[src/rtl/fft_radix2_stream.sv]
// fft_radix2_stream: streaming in-place radix-2 DIT FFT/IFFT, one butterfly per cycle, 1/N scaling.
// Frames load in bit-reversed order, compute stage by stage, then unload bins in natural order.
module fft_radix2_stream #(
    parameter int N      = 8,
    parameter int LOG2N  = 3,
    parameter int DATA_W = 16,
    parameter int TW_W   = 16
) (
    input  logic              clk,
    input  logic              rst_n,
    input  logic              in_valid,
    output logic              in_ready,
    input  logic [DATA_W-1:0] in_re,
    input  logic [DATA_W-1:0] in_im,
    input  logic              inverse,
    output logic              out_valid,
    input  logic              out_ready,
    output logic [DATA_W-1:0] out_re,
    output logic [DATA_W-1:0] out_im,
    output logic [LOG2N-1:0]  out_idx,
    output logic              out_last,
    output logic              busy
);
    localparam int SW  = $clog2(LOG2N) + 1;
    localparam int KW  = LOG2N - 1;
    localparam int PW  = DATA_W + TW_W + 1;
    localparam int DW1 = DATA_W + 1;
    localparam logic [LOG2N-1:0] HALF     = LOG2N'(N / 2);
    localparam logic [LOG2N-1:0] LAST_CC  = LOG2N'(N / 2 + 1);
    localparam logic [LOG2N-1:0] LAST_CNT = LOG2N'(N - 1);
    localparam logic [SW-1:0]    LAST_STG = SW'(LOG2N - 1);

    if ((1 << LOG2N) != N || LOG2N < 2 || LOG2N > 10) begin : g_bad_params
        $error("fft_radix2_stream: LOG2N must equal log2(N) with N in 4..1024");
    end

    typedef enum logic [1:0] {LOAD, COMPUTE, UNLOAD} state_t;

    state_t state, state_nx;
    logic [LOG2N-1:0] cnt, cc, ai, bi, half, pos, p_ai, p_bi;
    logic [SW-1:0] stg;
    logic [KW-1:0] tk;
    logic inv, accept, xfer, issue, stage_end, p_v;
    logic signed [DATA_W-1:0] mem_re [N];
    logic signed [DATA_W-1:0] mem_im [N];
    logic signed [TW_W-1:0] tw_cos [N/2];
    logic signed [TW_W-1:0] tw_sin [N/2];
    logic signed [TW_W-1:0] w_re, w_im;
    logic signed [DATA_W-1:0] t_re, t_im, p_are, p_aim, p_tre, p_tim;

    // Twiddle ROM, rounded to nearest; W^0 saturates at 2^(TW_W-1)-1
    for (genvar k = 0; k < N / 2; k++) begin : g_tw
        localparam real ANG = 6.283185307179586 * k / N;
        localparam real SC  = real'((1 << (TW_W - 1)) - 1);
        assign tw_cos[k] = TW_W'($rtoi(SC * $cos(ANG) + ($cos(ANG) < 0.0 ? -0.5 : 0.5)));
        assign tw_sin[k] = TW_W'($rtoi(SC * $sin(ANG) + ($sin(ANG) < 0.0 ? -0.5 : 0.5)));
    end

    function automatic logic [LOG2N-1:0] bitrev(input logic [LOG2N-1:0] v);
        for (int i = 0; i < LOG2N; i++) bitrev[i] = v[LOG2N-1-i];
    endfunction

    always_comb begin
        in_ready  = state == LOAD;
        busy      = state != LOAD;
        out_valid = state == UNLOAD;
        out_idx   = out_valid ? cnt : '0;
        out_last  = out_valid && cnt == LAST_CNT;
        out_re    = out_valid ? mem_re[cnt] : '0;
        out_im    = out_valid ? mem_im[cnt] : '0;
        accept    = in_valid && in_ready;
        xfer      = out_valid && out_ready;
        issue     = state == COMPUTE && cc < HALF;
        stage_end = state == COMPUTE && cc == LAST_CC;
        // Butterfly j of stage s pairs (group*2*half + pos) with its partner half away
        half = LOG2N'(1) << stg;
        pos  = cc & (half - LOG2N'(1));
        ai   = ((cc >> stg) << (stg + SW'(1))) | pos;
        bi   = ai | half;
        tk   = KW'(pos << (LAST_STG - stg));
        w_re = tw_cos[tk];
        w_im = inv ? tw_sin[tk] : -tw_sin[tk];
        t_re = DATA_W'((PW'(mem_re[bi]) * PW'(w_re) - PW'(mem_im[bi]) * PW'(w_im)) >>> (TW_W - 1));
        t_im = DATA_W'((PW'(mem_re[bi]) * PW'(w_im) + PW'(mem_im[bi]) * PW'(w_re)) >>> (TW_W - 1));
        state_nx = state;
        if (accept && cnt == LAST_CNT) state_nx = COMPUTE;
        if (stage_end && stg == LAST_STG) state_nx = UNLOAD;
        if (xfer && cnt == LAST_CNT) state_nx = LOAD;
    end

    always_ff @(posedge clk) begin
        if (!rst_n) begin
            state <= LOAD;
            cnt   <= '0;
            cc    <= '0;
            stg   <= '0;
            inv   <= 1'b0;
            p_v   <= 1'b0;
        end else begin
            state <= state_nx;
            if (accept || xfer) cnt <= cnt + LOG2N'(1);
            if (accept && cnt == '0) inv <= inverse;
            cc <= (state == COMPUTE && !stage_end) ? cc + LOG2N'(1) : '0;
            if (stage_end) stg <= (stg == LAST_STG) ? '0 : stg + SW'(1);
            p_v <= issue;
        end
    end

    // Two-stage butterfly: read/multiply registers a and t, then add/halve/write back
    always_ff @(posedge clk) begin
        p_ai  <= ai;
        p_bi  <= bi;
        p_are <= mem_re[ai];
        p_aim <= mem_im[ai];
        p_tre <= t_re;
        p_tim <= t_im;
        if (accept) begin
            mem_re[bitrev(cnt)] <= in_re;
            mem_im[bitrev(cnt)] <= in_im;
        end
        if (p_v) begin
            mem_re[p_ai] <= DATA_W'((DW1'(p_are) + DW1'(p_tre)) >>> 1);
            mem_im[p_ai] <= DATA_W'((DW1'(p_aim) + DW1'(p_tim)) >>> 1);
            mem_re[p_bi] <= DATA_W'((DW1'(p_are) - DW1'(p_tre)) >>> 1);
            mem_im[p_bi] <= DATA_W'((DW1'(p_aim) - DW1'(p_tim)) >>> 1);
        end
    end
endmodule

[config.mk]
export PLATFORM = sky130hd
export DESIGN_NAME = fft_radix2_stream
export DESIGN_NICKNAME = d
export VERILOG_FILES = /design/src/rtl/fft_radix2_stream.sv
export SDC_FILE = /design/constraint.sdc
export NUM_CORES = 2
export LEC_CHECK = 0
export ABC_AREA = 1
export CAP_MARGIN = 40
export CORE_MARGIN = 3
export CORE_UTILIZATION = 30
export CTS_CLUSTER_SIZE = 12
export DETAILED_ROUTE_END_ITERATION = 6
export PLACE_DENSITY = 0.42
export SLEW_MARGIN = 20
export SYNTH_ARGS = -nofsm -noshare
export SYNTH_HDL_FRONTEND = slang
export SYNTH_SLANG_ARGS = --single-unit
[constraint.sdc]
create_clock -name clk -period 30.6 [get_ports clk]
set_input_delay 4.59 -clock clk [delete_from_list [all_inputs] [get_ports clk]]
set_output_delay 4.59 -clock clk [all_outputs]
set_load 0.01 [all_outputs]
# == After elaboration in Yosys (flattened, before gate mapping) ==
# Memories as Yosys holds them, arrays and structs flattened. A register that Yosys moved wholly into a read port is not among the register bits.
# Cells that the tools add are included.
# word_totals
n_memories,2
ram_bits,256
out_inout_bits,39
elab_cells,85
ff_bits,51
# classes
mux,21
n_shift,4
n_bitwise,5
order_cmp,2
n_mul,4
addsub,12
reduce_logical,19
n_eq_ne,5
# mem_list
name,depth,word_bits,read_ports,rd_clocked_by_memory_dff,write_ports,line_no,text
mem_im,8,16,3,2,3,45,logic signed [DATA_W-1:0] mem_im [N];
mem_re,8,16,3,2,3,44,logic signed [DATA_W-1:0] mem_re [N];
# op_table
op,n
multiplier 16 x 16 -> 31 bit,4
2-to-1 mux 16 bit,7
binary-select mux 16 bit (select 2 bit),2
adder 16 x 16 -> 17 bit,2
subtractor 16 x 16 -> 17 bit,2
adder 31 bit,1
subtractor 31 bit,1
2-to-1 mux 3 bit,6
negator 16 bit,1
logical AND 1 bit,10
adder 3 x 1 -> 3 bit (second input constant),3
== test 3 bit (second input constant),2
bitwise OR 3 bit,2
2-to-1 mux 1 bit,4
2-to-1 mux 2 bit,2
nonzero test 2 bit,2
AND 3 bit,1
== test 3 x 2 -> 1 bit (second input constant),1
>= comparator 3 bit (second input constant),1
logical NOT 3 bit,1
less-than comparator 3 bit (second input constant),1
NOT 2 -> 3 bit,1
OR reduction 3 bit,1
<< shifter 1 x 3 -> 3 bit (first input constant),1
13 further kinds,13

# == Longest topological paths before layout ==
# logic_depth
ltp_word,12
mapped_depth,58
depth_no_buf,53

# == Worst setup path after synthesis ==
# OpenSTA, ideal clock, no wires.
# synth_timing
path_type,reg-to-reg
startpoint,reg stg[0]
endpoint,reg p_tim[15]
n_path_buf,5
path_stages_with_launch,46
arrival_ps,9982
t_required_ps,30488
period_less_slack_ps,10094
setup_time_ps,112
path_slack_ps,20506
cell_sequence,dfxtp_1 -> inv_2 -> ha_1 -> nand2_2 -> buf_2 -> ha_1 -> nor2_1 -> inv_1 -> nand2_1 -> o211ai_2 -> inv_1 -> clkbuf_1 -> ha_1 -> buf_2 -> inv_1 -> clkbuf_1 -> ha_1 -> inv_1 -> [10 not listed] -> fa_1 -> inv_1 -> fa_1 -> fa_1 -> fa_1 -> inv_1 -> fa_1 -> inv_1 -> ha_1 -> a21o_1 -> a31oi_1 -> o21ai_0 -> a31oi_1 -> nand2_1 -> a21oi_1 -> inv_1 -> nand2_1 -> nand2_1
# synth_between
elab_chain_cells,12
elab_cells_between_ends,24
# synth_rtl
item,line_no,text
from (decl),41,logic [SW-1:0] stg;
from (signal assigned),104,if (stage_end) stg <= (stg == LAST_STG) ? '0 : stg + SW'(1);
<< shifter 1 x 3 -> 3 bit,76,half = LOG2N'(1) << stg;
subtractor 3 x 1 -> 3 bit,77,pos = cc & (half - LOG2N'(1));
AND 3 bit,77,
<< shifter 3 x 3 -> 2 bit,80,tk = KW'(pos << (LAST_STG - stg));
NOT 2 -> 3 bit (implied by the code),"81, 82",
binary-select mux 16 bit (select 2 bit),82,w_im = inv ? tw_sin[tk] : -tw_sin[tk];
2-to-1 mux 16 bit (implied by the code) (2 in series),82,
negator 16 bit,82,
2-to-1 mux 16 bit,82,
multiplier 16 x 16 -> 31 bit,84,t_im = DATA_W'((PW'(mem_re[bi]) * PW'(w_im) + PW'(mem_im[bi]) * PW'(w_re)) >>> (TW_W - 1));
adder 31 bit *,84,
named net t_im[15],49,"logic signed [DATA_W-1:0] t_re, t_im, p_are, p_aim, p_tre, p_tim;"
to (signal assigned),116,p_tim <= t_im;
to (decl),49,
# The timed path passes the listed nets; every way through them passes the cells marked *. The select of a mux whose other input is x is not followed.
# A chain may end at the register's enable or synchronous reset.

# == Worst setup path after layout ==
# layout_timing
startpoint,reg stg[0]
endpoint,reg p_tre[8]
# layout_between
elab_chain_cells,12
elab_cells_between_ends,24
# layout_rtl
item,line_no,text
<< shifter 1 x 3 -> 3 bit,76,
subtractor 3 x 1 -> 3 bit,77,
AND 3 bit,77,
<< shifter 3 x 3 -> 2 bit,80,
NOT 2 -> 3 bit (implied by the code),"81, 82",
binary-select mux 16 bit (select 2 bit),82,
2-to-1 mux 16 bit (implied by the code) (2 in series),82,
negator 16 bit,82,
2-to-1 mux 16 bit,82,
multiplier 16 x 16 -> 31 bit,83,t_re = DATA_W'((PW'(mem_re[bi]) * PW'(w_re) - PW'(mem_im[bi]) * PW'(w_im)) >>> (TW_W - 1));
subtractor 31 bit *,83,
named net t_re[8],49,
to (signal assigned),115,p_tre <= t_re;
to (decl),49,
# Marked as above.

==> flow_summary.toml <==
[synthesis]
ys_warn_count = 0
synth_area_leaders = "fa_1, edfxtp_1, inv_1"
synth_edf_count = 256
synth_area_um2 = 59660
post-synth-top-area-cell = "fa_1"
synth_cells = 7009
synth-seq-area-share = 0.1577
ys_ff_latch = 342
synth_top_cell_area_share = 0.3611
synth_fp_nets = 8514
ys.flop_type = "edfxtp_1"
async_reset_ff_frac = 0
syn_area_per_cell_um2 = 8.512
synth.distinct_cells = 57

[min_path]
hp-class = "reg2reg"

[drt]
first_pass_iters = 6
avgRoutedWirePerCell_um = 25.84
ant_nets = 0
dr_wl_met2_um = 120500
drc = 0
dr.first_iter.drc_count = 4209
routed.top_layer = "met5"
finalWirelength_um = 250100
routed_via_density = 5.028
wl_met3_um = 13830
wl_met1_um = 104500
vias = 48660

[clock_tree]
cts_resized = 0
hold_buffers = 0
root_buffer = "clkbuf_16"
clock_latency_ns = 0.64
cts_tree = "built"
cts_max_level = 2
post_cts_buffers = 0
path_clk_slew_ns = 0.06
clkSinkCount = 342
clock_path_buffers = 3
numCtsBuffers = 46

[sta]
setup_slack_ns = 18.97
max_slew_margin = 0.3548
period_share = 0.3800
timing.fmax_ghz = 0.08599
tns_ns = 0
finalHoldViolCount = 0
finalMaxSlewViolations = 0
finalClockSkew_ns = 0.03315
rsz0062_at_grt = "no"
max_slew.worst_pin.slew_ns = 0.9677
fin_crit_ns = 11.63
setup_viol = 0

[finish]
syn_to_final_growth_pct = 10.57
fill_cells = 20920
layout_commonest_cell = "inv_1"
layout_common_cells = "inv_1, fa_1, nand2_1"
layout-drive-gt1-share = 0.05328
nets = 8505

[global_routing]
first_global_vias = 51240
grt_use_total = 0.2448
grt_pass1_wl_um = 364000
antenna_found_initial = 9
grt_max_degree = 81
grt.overflow.total = 0

[worst_setup_path]
cp_max_fo = 53
cp.required_ns = 31.11
cp_top_family = "adder cells"
arrival_ns = 12.14
crit_buf_inv = 11
end_kind = "flip-flop"
cp-start-kind = "flip-flop"
crit_path_max_incr_delay_ns = 0.67
critPathKind = "reg2reg"
critPathSlowestCell = "o21ai_1"

[floorplanning]
start_util = 0.3022
ios = 76
die-area_um2 = 204200
core_area_um2 = 197400
row_count = 163
die_h_um = 451.9
die_x_um = 451.9

[status]
status = "complete, no violations"

[place]
dp_hpwl_um = 194300
gp_congestion = 0.8943
dpl_worst_slack_ns = 19.04
io_buffers = 75

[job]
cap_violations = 0
## sequential cells by signal, indices dropped and copies added, names as in the netlist, named ones only
signal	flops
mem_im	128
p_are	16
p_v	1
mem_re	128
cnt	3
p_aim	16
cc	3
p_tim	16
stg	3
inv	1
p_bi	3
p_tre	16
state	2
p_ai	3
## per-stage QoR
step,instance area (um2),std cells,util,hold WS [ns]
after CTS,65820,9665,0.3334,0.5024
after detailed placement,64220,9579,0.3253,0.4862
final,65970,9679,0.3341,0.4996
after floorplan,59660,7009,-,0.4549
after global routing,65960,9678,0.3341,0.5379
after global placement,63450,9532,0.3214,0.4795
## layer usage
metal,GRT usage,up-vias
li1,-,21900
met3,0.02790,491
met5,0,-
met4,0.09511,4
met2,0.4177,1782
met1,0.3173,24480
## worst register-to-register path: cells and delay by family, from the launching register on
kind / cells / cell delay [ns]
AO/OA/AOI/OAI: 3 / 1.05
XOR/XNOR: 1 / 0.36
adder cells (fa/ha/maj): 10 / 4.98
buffers and inverters: 11 / 2.57
flip-flops: 1 / 0.48
AND/OR/NAND/NOR: 11 / 2.03
## kinds of logic (layout without fill, tap and decap cells)
family,after synthesis,in the layout,synth area share
AOI/OAI and AO/OA,1183,1183,0.1251
xor gates and xnor gates,96,96,0.01409
adders and majority gates,1468,1468,0.4433
buffers and inverters,2114,2143,0.1348
DFF,342,342,0.1577
other,0,1,0
and+or+nand+nor,1806,1806,0.1250
## worst paths after layout
kind | from | end | slack, ns | cells after the start
setup / recovery | stg[0]$_SDFFE_PN0P_ | p_tre[8]$_DFF_P_ | 18.97 | 36
hold / removal | cc[0]$_SDFF_PN0_ | cc[0]$_SDFF_PN0_ | 0.50 | 1
setup reg to reg | stg[0]$_SDFFE_PN0P_ | p_tre[8]$_DFF_P_ | 18.97 | 36
hold reg to reg | cc[0]$_SDFF_PN0_ | cc[0]$_SDFF_PN0_ | 0.50 | 1
## layout make-up
cell class / instances / area, um2 / share of cell area
well taps: 2640 / 3303 / 0.05007
multi-input cells: 4553 / 42410 / 0.6429
flip-flops and latches: 342 / 9418 / 0.1428
diodes: 1 / 2.502 / 0.00003793
clock inverters: 27 / 325.3 / 0.004932
inverters: 1825 / 6858 / 0.1040
clock buffers: 59 / 1280 / 0.01940
repair buffers: 232 / 2371 / 0.03594
## cell usage after synthesis, types with 15 or more instances
master	n
a21oi_1	380
nand4_1	26
xnor2_1	25
o21ai_1	19
a32oi_1	32
buf_2	46
nand3_1	257
fa_1	1076
o211ai_1	142
nand2_1	969
o221ai_1	177
inv_1	1800
o21ai_2	15
clkbuf_1	197
xor2_1	71
inv_2	19
nor3_1	26
edfxtp_1	256
ha_1	392
dfxtp_1	86
nor2_1	462
a31oi_1	51
buf_1	37
o21ai_0	284
Power is left out: the tool's default activity adds up to more than one toggle a clock period on the data nets, which glitch-free logic cannot reach.
